`src/rtl/uart_rx_cfg.sv`:
```
// Configurable UART receiver (5..9 data bits, 1/2 stop bits, parity via UART_RX_PARITY_EN); loads its output mid last stop bit.
// dat_valid holds each frame until dat_ack; a newer frame overwrites an unacknowledged one and pulses overrun.
module uart_rx_cfg #(
   parameter int G_FREQ_CLK   = 10**8,
   parameter int G_BAUD       = 9600,
   parameter int G_DATA_BITS  = 8,
   parameter int G_STOP_BITS  = 1,
   parameter int G_PARITY_ODD = 0
) (
   input  logic                   rst,
   input  logic                   clk,
   input  logic                   uart_rx,
   output logic                   receiving,
   output logic                   dat_valid,
   input  logic                   dat_ack,
   output logic [G_DATA_BITS-1:0] dat_o,
   output logic                   frame_err,
   output logic                   parity_err,
   output logic                   overrun
);

   localparam int C_DIV_END = G_FREQ_CLK / G_BAUD - 1;
   localparam int C_HALF    = C_DIV_END / 2;
   localparam int C_CW      = $clog2(C_DIV_END + 1);
   localparam logic [C_CW-1:0] C_END_V  = C_CW'(C_DIV_END);
   localparam logic [C_CW-1:0] C_HALF_V = C_CW'(C_HALF);
   localparam logic [3:0] C_LAST_DATA = 4'(G_DATA_BITS - 1);
   localparam logic [3:0] C_LAST_STOP = 4'(G_STOP_BITS - 1);

   if (C_DIV_END < 3) begin : g_bad_div
      $error("uart_rx_cfg: G_FREQ_CLK/G_BAUD gives C_DIV_END < 3");
   end
   if (G_DATA_BITS < 5 || G_DATA_BITS > 9) begin : g_bad_data
      $error("uart_rx_cfg: G_DATA_BITS must be 5..9");
   end
   if (G_STOP_BITS < 1 || G_STOP_BITS > 2) begin : g_bad_stop
      $error("uart_rx_cfg: G_STOP_BITS must be 1 or 2");
   end
   if (G_PARITY_ODD != 0 && G_PARITY_ODD != 1) begin : g_bad_par
      $error("uart_rx_cfg: G_PARITY_ODD must be 0 or 1");
   end

`ifdef UART_RX_PARITY_EN
   typedef enum logic [2:0] {S_IDLE, S_START, S_DATA, S_PARITY, S_STOP} state_t;
   localparam logic C_ODD = (G_PARITY_ODD != 0);
   logic perr_q, perr_d, perr_o_q, perr_o_d;
`else
   typedef enum logic [2:0] {S_IDLE, S_START, S_DATA, S_STOP} state_t;
`endif

   state_t                 state_q, state_d;
   logic [C_CW-1:0]        cnt_q, cnt_d;
   logic [3:0]             bit_q, bit_d;
   logic [G_DATA_BITS-1:0] shift_q, shift_d;
   logic                   ferr_q, ferr_d;
   logic                   sync1_q, sync1_d, sync2_q, sync2_d, prev_q, prev_d;
   logic [G_DATA_BITS-1:0] dat_q, dat_d;
   logic                   ferr_o_q, ferr_o_d;
   logic                   vld_q, vld_d;
   logic                   ovr_q, ovr_d;
   logic                   line, start_cond, at_sample, at_end, load;

   // Falling edge needs a previously seen high, so a line stuck low never starts a frame.
   assign line       = sync2_q;
   assign start_cond = prev_q & ~sync2_q;
   assign at_sample  = (cnt_q == C_HALF_V);
   assign at_end     = (cnt_q == C_END_V);

   always_comb begin
      sync1_d  = uart_rx;
      sync2_d  = sync1_q;
      prev_d   = sync2_q;
      state_d  = state_q;
      cnt_d    = at_end ? '0 : cnt_q + 1'b1;
      bit_d    = bit_q;
      shift_d  = shift_q;
      ferr_d   = ferr_q;
`ifdef UART_RX_PARITY_EN
      perr_d   = perr_q;
`endif
      load     = 1'b0;

      case (state_q)
         S_IDLE: begin
            cnt_d = '0;
            if (start_cond) begin
               state_d = S_START;
               bit_d   = '0;
               ferr_d  = 1'b0;
`ifdef UART_RX_PARITY_EN
               perr_d  = 1'b0;
`endif
            end
         end
         S_START: begin
            if (at_sample && line) begin
               state_d = S_IDLE;
               cnt_d   = '0;
            end else if (at_end) begin
               state_d = S_DATA;
            end
         end
         S_DATA: begin
            if (at_sample) shift_d = {line, shift_q[G_DATA_BITS-1:1]};
            if (at_end) begin
               bit_d = bit_q + 1'b1;
               if (bit_q == C_LAST_DATA) begin
                  bit_d = '0;
`ifdef UART_RX_PARITY_EN
                  state_d = S_PARITY;
`else
                  state_d = S_STOP;
`endif
               end
            end
         end
`ifdef UART_RX_PARITY_EN
         S_PARITY: begin
            if (at_sample) perr_d = (^shift_q) ^ line ^ C_ODD;
            if (at_end) state_d = S_STOP;
         end
`endif
         S_STOP: begin
            if (at_sample) begin
               if (!line) ferr_d = 1'b1;
               // Leave at the last stop sample so a back-to-back start edge is not missed.
               if (bit_q == C_LAST_STOP) begin
                  load    = 1'b1;
                  state_d = S_IDLE;
                  cnt_d   = '0;
               end
            end else if (at_end) begin
               bit_d = bit_q + 1'b1;
            end
         end
         default: begin
            state_d = S_IDLE;
            cnt_d   = '0;
         end
      endcase

      dat_d    = dat_q;
      ferr_o_d = ferr_o_q;
`ifdef UART_RX_PARITY_EN
      perr_o_d = perr_o_q;
`endif
      vld_d    = vld_q & ~dat_ack;
      ovr_d    = 1'b0;
      if (load) begin
         dat_d    = shift_q;
         ferr_o_d = ferr_q | ~line;
`ifdef UART_RX_PARITY_EN
         perr_o_d = perr_q;
`endif
         vld_d    = 1'b1;
         ovr_d    = vld_q & ~dat_ack;
      end
   end

   always_ff @(posedge clk or posedge rst) begin
      if (rst) begin
         sync1_q  <= 1'b0;
         sync2_q  <= 1'b0;
         prev_q   <= 1'b0;
         state_q  <= S_IDLE;
         cnt_q    <= '0;
         bit_q    <= '0;
         shift_q  <= '0;
         ferr_q   <= 1'b0;
         dat_q    <= '0;
         ferr_o_q <= 1'b0;
         vld_q    <= 1'b0;
         ovr_q    <= 1'b0;
`ifdef UART_RX_PARITY_EN
         perr_q   <= 1'b0;
         perr_o_q <= 1'b0;
`endif
      end else begin
         sync1_q  <= sync1_d;
         sync2_q  <= sync2_d;
         prev_q   <= prev_d;
         state_q  <= state_d;
         cnt_q    <= cnt_d;
         bit_q    <= bit_d;
         shift_q  <= shift_d;
         ferr_q   <= ferr_d;
         dat_q    <= dat_d;
         ferr_o_q <= ferr_o_d;
         vld_q    <= vld_d;
         ovr_q    <= ovr_d;
`ifdef UART_RX_PARITY_EN
         perr_q   <= perr_d;
         perr_o_q <= perr_o_d;
`endif
      end
   end

   assign receiving = (state_q != S_IDLE);
   assign dat_valid = vld_q;
   assign dat_o     = dat_q;
   assign frame_err = ferr_o_q;
   assign overrun   = ovr_q;
`ifdef UART_RX_PARITY_EN
   assign parity_err = perr_o_q;
`else
   assign parity_err = 1'b0;
`endif

endmodule

```
`config.mk`:
```
export PLATFORM = sky130hd
export DESIGN_NAME = uart_rx_cfg
export DESIGN_NICKNAME = d
export VERILOG_FILES = /design/src/rtl/uart_rx_cfg.sv
export SDC_FILE = /design/constraint.sdc
export NUM_CORES = 1
export LEC_CHECK = 0
export BUFFER_PORTS_ARGS = -buffer_cell sky130_fd_sc_hd__clkbuf_2
export CAP_MARGIN = 0
export CORE_MARGIN = 10
export CORE_UTILIZATION = 50
export CTS_BUF_LIST = sky130_fd_sc_hd__clkbuf_8
export DETAILED_ROUTE_END_ITERATION = 10
export PLACE_DENSITY = 0.76
export SLEW_MARGIN = 20
export SYNTH_ARGS = -nofsm -noshare
export SYNTH_HDL_FRONTEND = slang
export SYNTH_SLANG_ARGS = --single-unit
export TNS_END_PERCENT = 10
```
`constraint.sdc`:
```
create_clock -name clk -period 2.43 [get_ports clk]
set_clock_uncertainty 0.15 [all_clocks]
set_input_delay 0 -clock clk [delete_from_list [all_inputs] [get_ports clk]]
set_output_delay 0 -clock clk [all_outputs]
set_load 0.005 [all_outputs]
```
# Word level (Yosys, flattened, before mapping)
# Index checks and enable logic that the tools add are counted.
# word_totals
regBits,44
# classes
add_sub_neg,2
n_bitwise,5
muxes,28
n_eq_ne,15
reduce_logical,10
# op_table
cell,count
$mux W14,4
$pmux W14 S3,1
$mux W3,7
$mux W4,5
$ne A2 B2 Y1 const B,8
$add A14 B1 Y14 const B,1
$eq A14 B13 Y1 const B,1
$eq A14 B14 Y1 const B,1
$pmux W3 S4,1
$pmux W4 S3,1
$mux W1,8
$eq A3 B2 Y1 const B,2
$reduce_and A6 Y1,1
$reduce_bool A3 Y1,2
$reduce_and A5 Y1,1
$add A4 B1 Y4 const B,1
$eq A4 B3 Y1 const B,1
$logic_not A4 Y1,1
$reduce_and A4 Y1,1
$eq A3 B1 Y1 const B,1
$logic_not A3 Y1,1
$ne A3 B3 Y1 const B,1
$and A1 B1 Y1,2
$not A1 Y1,2
other kinds (5),5

# Longest topological paths before layout
# logic_depth
word_depth,5
mapped_depth,7
depth_no_buf,7

# Worst setup path after synthesis
# No wires, ideal clock.
# synth_path
path_kind,reg2reg
from,reg cnt_q[0]
to,reg shift_q[0]
stages_incl_launch_ff,6
setup_time_ps,125
slack_ps,200
required_time_ps,2155
arrival_ps,1956
period_less_slack_ps,2230
path_buffers,0
cell_sequence,dfrtp_1 > ha_1 > nor4bb_1 > nand4_1 > nor3b_2 > mux2_2
# synth_via
elab_chain_cells,2
# synth_rtl
item,line_no,text
start: declaration,52,"logic [C_CW-1:0] cnt_q, cnt_d;"
start signal: assignment,183,cnt_q <= cnt_d;
$eq A14 B13 Y1,66,assign at_sample = (cnt_q == C_HALF_V);
$reduce_and A2 Y1 (no source line),--,
end signal: assignment,185,shift_q <= shift_d;
end: declaration,54,"logic [G_DATA_BITS-1:0] shift_q, shift_d;"
# Every way passes these cells.
# A chain may end at the register's enable or synchronous reset.

# Worst setup path after layout
# layout_path
from,reg cnt_q[0]
to,reg shift_q[5]
# The elaborated chain is that of the path after synthesis.

==> results by stage <==
Critical path:
- The worst setup path is of the flip-flop to flip-flop kind.
- The most critical setup path has its endpoint at shift_q[5].
- The startpoint identified for the worst register-to-register timing path is cnt_q[0].
- Along the worst path, the maximum fanout reaches 8.
- Tracing the worst setup path back leads to its startpoint at cnt_q[0].
- The endpoint class of the critical path is a flip-flop.
- The worst register-to-register path has a depth of 7.
- Data on the critical path is required at its endpoint by about 2500 ps.
- The arrival time of data at the critical path endpoint is approximately 2300 ps.
- The endpoint of the worst register-to-register path is shift_q[5].
- The startpoint kind of the worst setup timing path is a flip-flop.
- The worst register-to-register path has a setup slack of approximately 230 ps.

Final layout:
- The post-route netlist has between 20% and 30% of its cells at a drive strength greater than 1.
- For this run, the post-layout net count is between 200 and 250.
- Cells fill 59.38% of the core in the end.
- The repair_antennas step left the layout with diodes totalling 0.
- The area added between synthesis and finish is 16.21%.
- The area of all placed cells without fillers is between 2000 and 2500 um^2.

Drt:
- The detailed router finished its first iteration with 74 violations.
- For this block, the routed nets add up to ~3500 um of wire.
- The via count normalized by instance count is 5.247.
- The count of nets left with antenna violations once routing finished came out at 0.
- The number of vias in the routed layout is 1359.
- The iteration count of the initial detailed-routing pass is 4.
- The DRC violations left is 0.
- The final routed wire length divided by cell count is ~13 um.

Power:
- The leakage power summed over all cells is 1.102 nW.
- The post-route total power is about 1.6 mW.
- The power density over the cells is slightly below 700 nW/um^2.
- The worst IR drop on VDD is 401.5 uV.

Timing:
- After layout, the worst setup slack is approximately 230 ps.
- The actual slew at the worst max-slew pin is 516.5 ps.
- The portion of the clock cycle consumed by the worst path in the final layout is between 90% and 100%.
- The setup violation total in the final timing report is 0.
- The final-report max-slew violation count is 0.
- Counting I/O delays and the setup requirement, the final critical path takes 2205 ps.
- Based on the critical path, the design can be clocked at up to 453.6 MHz.
- Headroom to the max-slew limit came out at 65.57%.
- The final-report hold violation count is 0.
- Summed over all failing endpoints, the final setup total negative slack is 0 ps.
- Setup repair after global routing left no endpoint under its margin.

Logic synthesis:
- Among all flip-flop cells after synthesis, the most frequent one is sky130_fd_sc_hd__dfrtp_1.
- After synthesis, the share of cell area in mux cells is 9.503%.
- The compound-cell area share of the yosys netlist is 6.584%.
- Of the total synthesized cell area, the portion taken by XOR and XNOR cells is under 10%.
- The synthesized design contains 43 register bits.
- During synthesis, Yosys emitted a total of 0 warnings.
- The synthesized netlist devotes 1.863% of its cell area to adder and majority cells.
- Synthesis produced a netlist whose cell count is about 180.
- The simple-gate share of the synthesized area is 20.12%.
- The number of nets in the synthesized netlist is approximately 190.
- The sequential share of the synthesized area is approximately 53%.
- The total standard cell area after synthesis is roughly 2000 um^2.
- The dominant combinational cell family by area after synthesis is simple AND/OR/NAND/NOR gates.
- The synthesized design contains 0 enable-type register cells.
- The count of distinct cell types in the synthesized netlist is 40.
- A synthesized cell averages 11.07 um^2.
- For this run, asynchronously set or reset flops after synthesis account for 100.0%.

CTS:
- The post-CTS repair timing setup buffer count is 0.
- Clock-pin slew was measured on the worst setup and hold paths at about 80 ps.
- TritonCTS built the clock tree.
- The CTS H-tree depth is 2.
- The maximum buffer depth of the clock tree is 2.
- The number of buffers created by CTS is 5.
- The latest clock arrival within the worst-skew pair is 300 ps.
- For this design, the sink count on the clock tree is 43.
- In this run the clock root is driven by a sky130_fd_sc_hd__clkbuf_8.

Floorplanning:
- The floorplan step defined a core boundary enclosing 3943 um^2.
- The initial standard-cell utilization of the core is around half.
- The count of standard-cell rows is 23.
- The die span in x is 83.48 um.
- The total die area is ~7000 um^2.
- The top-level port count is 17.
- The chip height is 83.48 um.

Placed design:
- The pre-CTS setup slack is about 140 ps.
- Routability-driven placement finished with a final weighted congestion of ~0.8.
- Summed over all nets, the half-perimeter wirelength after detailed placement is between 2000 and 2500 um.
- Once placement finished, the instance area stood at between 2000 and 2500 um^2.
- Port buffering added 15 buffers.

Outcome:
- The flow ran to the end, and the final reports show no timing, DRC or antenna violations.

Run:
- The tool flagged a number of max-cap violations equal to 0.

Global route:
- The via count of the first global-routing pass was roughly 1300.
- The first global-routing pass estimated between 6000 and 7000 um of wire.
- The largest net degree at the start of global routing is 44.
- The overall overflow remaining after global route is 0.
- The all-layer global routing usage is a little over a tenth.
- The number of antenna violations at the first check in global routing came to 0.

Worst hold path:
- The class of the tightest hold or removal check is input port to flip-flop.
## cells in the mapped netlist, types with 4 or more instances
cell | n | area (um^2)
sky130_fd_sc_hd__nand4_1 | 4 | 25.02
sky130_fd_sc_hd__nand3_1 | 7 | 35.03
sky130_fd_sc_hd__nor3_1 | 4 | 20.02
sky130_fd_sc_hd__nand2_1 | 11 | 41.29
sky130_fd_sc_hd__o21ai_0 | 6 | 30.03
sky130_fd_sc_hd__nor2_1 | 23 | 86.33
sky130_fd_sc_hd__nand2b_1 | 6 | 37.54
sky130_fd_sc_hd__mux2_2 | 17 | 191.4
sky130_fd_sc_hd__xor2_1 | 6 | 52.55
sky130_fd_sc_hd__a21oi_1 | 4 | 20.02
sky130_fd_sc_hd__xnor2_1 | 7 | 61.31
sky130_fd_sc_hd__dfrtp_1 | 43 | 1076
sky130_fd_sc_hd__inv_1 | 8 | 30.03
## final cells by class
type	instances	area, um^2
inverter	8	30.03
tap	50	62.56
clock inverter	3	43.79
clock buffer	5	68.82
sequential	43	1076
timing repair buffer	24	162.7
multi-input combinational	126	897.1
fill	316	1602
## through the flow
stage,hold WS (ps),instances
after floorplan,-118.6,182
after global placement,-40.82,248
after detailed placement,-40.29,248
after CTS,181.5,259
after global routing,202.7,259
final,183.5,259
## registers in the layout (all words and copies together), names as in the netlist
name	cells
dat_valid	1
overrun	1
shift_q	8
state_q	2
prev_q	1
frame_err	1
sync1_q	1
bit_q	4
dat_o	8
ferr_q	1
cnt_q	14
line	1
## worst max-delay path, stage by stage, from the launching register on
cell and delay (ps):
sky130_fd_sc_hd__dfrtp_1 410, sky130_fd_sc_hd__ha_1 230, sky130_fd_sc_hd__nor4bb_2 280, sky130_fd_sc_hd__nand4_1 150, sky130_fd_sc_hd__buf_4 190, sky130_fd_sc_hd__nor3b_2 150, sky130_fd_sc_hd__buf_4 190, sky130_fd_sc_hd__mux2_2 340
## placed cells by master (no fill, tap or decap), drive strengths merged, types with 2 or more instances in the layout
| cell type | n |
|---|---|
| dfrtp | 43 |
| nor2 | 24 |
| clkbuf | 20 |
| mux2 | 17 |
| nand2 | 11 |
| inv | 8 |
| nand3 | 7 |
| xnor2 | 7 |
| o21ai | 7 |
| nand2b | 6 |
| xor2 | 6 |
| buf | 6 |
| nand4 | 4 |
| nor3 | 4 |
| a21oi | 4 |
| o31ai | 3 |
| ha | 3 |
| dlygate4sd3 | 3 |
| nand3b | 2 |
| o21a | 2 |
| nor4bb | 2 |
| nor3b | 2 |
| clkinv | 2 |
## kinds of logic (layout without fill, tap and decap cells)
group | count (synthesis) | in the layout
AND/OR/NAND/NOR | 71 | 71
AO/OA/AOI/OAI | 21 | 21
XOR/XNOR | 13 | 13
flip-flops | 43 | 43
buffers and inverters | 13 | 40
adder cells (fa/ha/maj) | 3 | 3
other | 1 | 1
multiplexers | 17 | 17
## worst min path at each step
| stage | start | endpoint | slack (ps) | cells past startpoint |
|---|---|---|---|---|
| 6_report | uart_rx | sync1_q | 180 | 2 |
| 5_1_grt | uart_rx | sync1_q | 200 | 2 |
| 4_1_cts | uart_rx | sync1_q | 180 | 2 |
| 3_5_place_dp | uart_rx | sync1_q | -40 | 1 |
| 3_3_place_gp | uart_rx | sync1_q | -40 | 1 |
| 2_1_floorplan | uart_rx | sync1_q | -120 | 0 |
## power breakdown
group	switching (mW)	leakage [nW]	internal (mW)
combinational	0.144	0.453	0.105
clock	0.247	0.0581	0.306
sequential	0.0407	0.591	0.740
## layer usage
metal	vias up	wire, um	track usage [%]
met2	12	1648	16.78
li1	675	-	-
met5	-	0	0
met1	666	1665	12.33
met3	6	114	3.809
met4	0	47	4.414
## timing repair
action                                  CTS  global route
gates resized for setup                   0             2
hold buffers                              3             0
hold endpoints to repair                 46             0
endpoints found under the setup margin    0             9
Note: power is estimated with default switching activity, not from simulation.
